## config.mk

```make
export PLATFORM = sky130hd
export DESIGN_NAME = bcd_mmss_counter
export DESIGN_NICKNAME = d
export VERILOG_FILES = /design/src/rtl/bcd_mmss_counter.sv
export SDC_FILE = /design/constraint.sdc
export NUM_CORES = 1
export LEC_CHECK = 0
export CAP_MARGIN = 40
export CORE_ASPECT_RATIO = 1.75
export CORE_MARGIN = 10
export CORE_UTILIZATION = 33
export DETAILED_ROUTE_END_ITERATION = 10
export GPL_TIMING_DRIVEN = 0
export PLACE_DENSITY = 0.52
export SLEW_MARGIN = 5
export SYNTH_ARGS = -nofsm -noshare
export SYNTH_HDL_FRONTEND = slang
export SYNTH_SLANG_ARGS = --single-unit
```

## constraint.sdc

```tcl
create_clock -name clk -period 5.85 [get_ports clk]
set_input_delay 0.585 -clock clk [delete_from_list [all_inputs] [get_ports clk]]
set_output_delay 0.585 -clock clk [all_outputs]
set_load 0.01 [all_outputs]
```

## src/rtl/bcd_mmss_counter.sv

```systemverilog
// BCD MM:SS counter with prescaler, up/down stepping, validated parallel load,
// alarm compare and one-cycle event pulses; every output is registered.
module bcd_mmss_counter #(
    parameter int TICK_DIV = 1,
    parameter int ST_MAX   = 5,
    parameter int MT_MAX   = 5
) (
    input  logic        clk,
    input  logic        reset,
    input  logic        enable,
    input  logic        up_dn,
    input  logic        load,
    input  logic [15:0] load_val,
    input  logic [15:0] alarm_val,
    output logic [3:0]  so,
    output logic [3:0]  st,
    output logic [3:0]  mo,
    output logic [3:0]  mt,
    output logic        step,
    output logic        wrap,
    output logic        alarm,
    output logic        load_err
);

    localparam logic [3:0]  ST4   = 4'(ST_MAX);
    localparam logic [3:0]  MT4   = 4'(MT_MAX);
    localparam logic [15:0] TLAST = 16'(TICK_DIV - 1);

    logic [15:0] pcnt;
    logic        step_cyc, valid, ld_ok, ld_bad;
    logic [3:0]  nso, nst, nmo, nmt;
    logic        nwrap;

    assign step_cyc = enable && (pcnt == TLAST);
    assign valid    = (load_val[3:0] <= 4'd9) && (load_val[7:4] <= ST4) &&
                      (load_val[11:8] <= 4'd9) && (load_val[15:12] <= MT4);
    assign ld_ok    = load && valid;
    assign ld_bad   = load && !valid;

    // Next count for one step; each digit only moves when every lower digit rolls.
    always_comb begin
        nso   = so;
        nst   = st;
        nmo   = mo;
        nmt   = mt;
        nwrap = 1'b0;
        if (up_dn) begin
            nwrap = (mt == MT4) && (mo == 4'd9) && (st == ST4) && (so == 4'd9);
            if (so != 4'd9) nso = so + 4'd1;
            else begin
                nso = 4'd0;
                if (st != ST4) nst = st + 4'd1;
                else begin
                    nst = 4'd0;
                    if (mo != 4'd9) nmo = mo + 4'd1;
                    else begin
                        nmo = 4'd0;
                        nmt = (mt == MT4) ? 4'd0 : mt + 4'd1;
                    end
                end
            end
        end else begin
            nwrap = (mt == 4'd0) && (mo == 4'd0) && (st == 4'd0) && (so == 4'd0);
            if (so != 4'd0) nso = so - 4'd1;
            else begin
                nso = 4'd9;
                if (st != 4'd0) nst = st - 4'd1;
                else begin
                    nst = ST4;
                    if (mo != 4'd0) nmo = mo - 4'd1;
                    else begin
                        nmo = 4'd9;
                        nmt = (mt == 4'd0) ? MT4 : mt - 4'd1;
                    end
                end
            end
        end
    end

    always_ff @(posedge clk) begin
        if (reset) begin
            pcnt     <= '0;
            {mt, mo, st, so} <= '0;
            step     <= 1'b0;
            wrap     <= 1'b0;
            alarm    <= 1'b0;
            load_err <= 1'b0;
        end else begin
            step     <= 1'b0;
            wrap     <= 1'b0;
            alarm    <= 1'b0;
            load_err <= ld_bad;
            // A valid load swallows any step due this cycle; a rejected one does not.
            if (ld_ok) begin
                {mt, mo, st, so} <= load_val;
                pcnt <= '0;
            end else if (enable) begin
                if (step_cyc) begin
                    pcnt  <= '0;
                    {mt, mo, st, so} <= {nmt, nmo, nst, nso};
                    step  <= 1'b1;
                    wrap  <= nwrap;
                    alarm <= ({nmt, nmo, nst, nso} == alarm_val);
                end else begin
                    pcnt <= pcnt + 16'd1;
                end
            end
        end
    end

endmodule

```

==> qor.yml <==
dp.cells: 511
finalClockSkew_ns: 0.00829
synthArstFlopShare: 0
drive_gt1_frac: 0.0539
die_w_um: 89.6
chipHeight_um: 142
end_kind: "register"
crit_cells: 9
port_buffers: 55
grt_pass1_wl_um: 15900
final_hold_viol_count: 0
ys_types: 58
die_area_mm2: 0.0127
wl_um: 10100
setup_viol: 0
dp_hpwl_um: 8270
fin_crit_sh: 0.561
cp_num_buf_inv: 2
finalPower_mw: 0.849
grt_pass1_vias: 3048
synthCells: 364
worst_pin_slew_ns: 0.712
drv_slew: 0
min-delay-start: "pcnt[15]$_SDFFE_PP0P_"
nets: 474
rsz0062_at_grt: "no"
firstDrtPassIters: 4
core_mm2: 0.00826
cts_root_buffer: "clkbuf_16"
pin_count: 57
synthTopCellsByArea: "dfxtp_1 (26%), xor2_1 (5.6%), ha_1 (4.9%), nand2_1 (4.6%), nor2_1 (4.6%)"
worstPathArrival_ns: 3.43
crit_fanout: 10
ir_drop_v: 0.000134
required_ns: 6.00
crit_chain: "clkdlybuf4s50_1 -> buf_2 -> nand2_1 -> or4_1 -> o32ai_1 -> o21ai_0 -> a221oi_2 -> nand4_1 -> nor4_2"
yosysMostFrequentCell: "dfxtp_1"
startpoint: "up_dn"
post-cts-setup-buffers: 0
synthTopCellsByCount: "dfxtp_1 (36), nand2_1 (34), nor2_1 (34)"
cts-buffers-inserted: 5
clk_pin_slew_ns: 0.06
insertion_delay_ns: 0.27
stdcell_count: 519
cts_tree: "built"
cap_violations: 0
p_leak_nw: 1.26
synth_top_area_cell: "dfxtp_1"
place_congestion: 0.869
slew_headroom: 0.521
final_util: 0.437
cts_hold_buf: 0
hold_class: "reg2reg"
start_util: 0.338
timing.hold.worst_path_depth: 2
syn2layout_area_growth_pct: 29.2
ys_seq_elements: 36
vias: 2979
cts.sinks: 36
cts_resized: 0
antenna_found_initial: 0
drc: 0
r2r_cells: 9
ys.warnings.count: 0
cp_slowest_cell: "or4_1"
grt_overflow_total: 0
yosysTopAreaCellShare: 0.258
row_count: 44
yosysSeqAreaShare: 0.258
setup_tns_ns: 0
cts_buffer_depth: 2
diodes: 0
min_period_ns: 3.28
final_antenna_net_count: 0
startpoint_type: "input pin"
synth_area_mm2: 0.00280
cts-htree-levels: 2
max_freq_mhz: 305
crit_type: "in2reg"
outcome: "complete, no violations"
reg2reg_from: "st[1]$_SDFFE_PP0P_"
cpPeakStageDelay_ns: 0.64
avgViaCountPerCell: 5.74
grt_usage: 0.162
drt_iter0_markers: 110
path_delay_family: "simple AND/OR/NAND/NOR gates"
grt_max_degree: 12
power_density_mw_per_mm2: 235
synth_flop_cell: "dfxtp_1"
wl_per_cell_um: 19.5
avgSynthCellArea_um2: 7.68
synth_nets: 412
synth_edf_count: 0
==> cells by family after synthesis <==
family                     after synthesis  synth area share
and+or+nand+nor                        165             0.328
AOI/OAI and AO/OA                       78             0.188
buffers and inverters                   39            0.0577
DFF                                     36             0.258
xor gates and xnor gates                27            0.0846
adders and majority gates               11            0.0492
muxes                                    8            0.0340
==> placed cells by master (no fill, tap or decap), types with 4 or more instances in the layout <==
| master | n |
|---|---|
| clkdlybuf4s50_1 | 55 |
| dfxtp_1 | 36 |
| nand2_1 | 34 |
| nor2_1 | 34 |
| a21oi_1 | 20 |
| xor2_1 | 18 |
| o21ai_0 | 17 |
| inv_1 | 16 |
| nand4_1 | 16 |
| clkbuf_1 | 15 |
| or3_1 | 12 |
| ha_1 | 11 |
| nor4_1 | 10 |
| nor3_1 | 10 |
| nand3_1 | 10 |
| xnor2_1 | 9 |
| a211oi_1 | 7 |
| buf_2 | 6 |
| o211ai_1 | 6 |
| nor3b_1 | 5 |
| and3_1 | 5 |
| mux2i_1 | 5 |
| clkbuf_16 | 5 |
| a211o_1 | 4 |
| o221ai_1 | 4 |
==> cell type report <==
cell class,instances,area [um2]
plain buffers,23,101
flip-flops and latches,36,721
well taps,92,115
multi-input cells,289,1910
clock inverters,1,7.51
inverters,16,60.1
clock buffers,7,143
repair buffers,55,551
fillers,890,4650
==> flip-flops by register name, indices dropped and copies added, names as in the netlist <==
| register | cells |
|---|---|
| step | 1 |
| mt | 4 |
| load_err | 1 |
| wrap | 1 |
| st | 4 |
| so | 4 |
| mo | 4 |
| alarm | 1 |
| pcnt | 16 |
==> worst reg2reg max path, delay by kind of cell (launching register included) <==
family                   cells  cell delay [ns]
buffers and inverters        1             0.18
XOR/XNOR                     1             0.18
AO/OA/AOI/OAI                1             0.26
multiplexers                 1             0.53
flip-flops                   1             0.42
adder cells (fa/ha/maj)      1             0.26
AND/OR/NAND/NOR              4             1.33
==> final timing paths <==
check,endpoint,slack [ns]
setup / recovery,alarm$_SDFF_PP0_,2.57
setup reg to reg,alarm$_SDFF_PP0_,2.57
hold / removal,pcnt[15]$_SDFFE_PP0P_,0.50
hold reg to reg,pcnt[15]$_SDFFE_PP0P_,0.50
==> layer usage <==
| metal | routed length (um) | share of wire | track usage | vias to the layer above |
|---|---|---|---|---|
| li1 | - | - | - | 1468 |
| met1 | 3810 | 0.38 | 0.164 | 1394 |
| met2 | 5430 | 0.54 | 0.296 | 95 |
| met3 | 509 | 0.050 | 0.0373 | 22 |
| met4 | 395 | 0.039 | 0.0741 | 0 |
| met5 | 0 | 0 | 0 | - |
==> metrics by stage <==
step / cell area (um2) / hold slack [ns] / setup WS (ns)
final: 3610 / 0.495 / 2.57
after global routing: 3610 / 0.525 / 2.34
after CTS: 3610 / 0.500 / 2.59
after detailed placement: 3460 / 0.492 / 2.31
after global placement: 3460 / 0.477 / 2.36
after floorplan: 2800 / 0.459 / 3.29
==> power breakdown <==
group	internal [mW]	total [mW]	switching [mW]
registers	0.259	0.285	0.0262
logic	0.135	0.296	0.161
clock network	0.170	0.268	0.0981
Note: power is estimated with default switching activity, not from simulation.
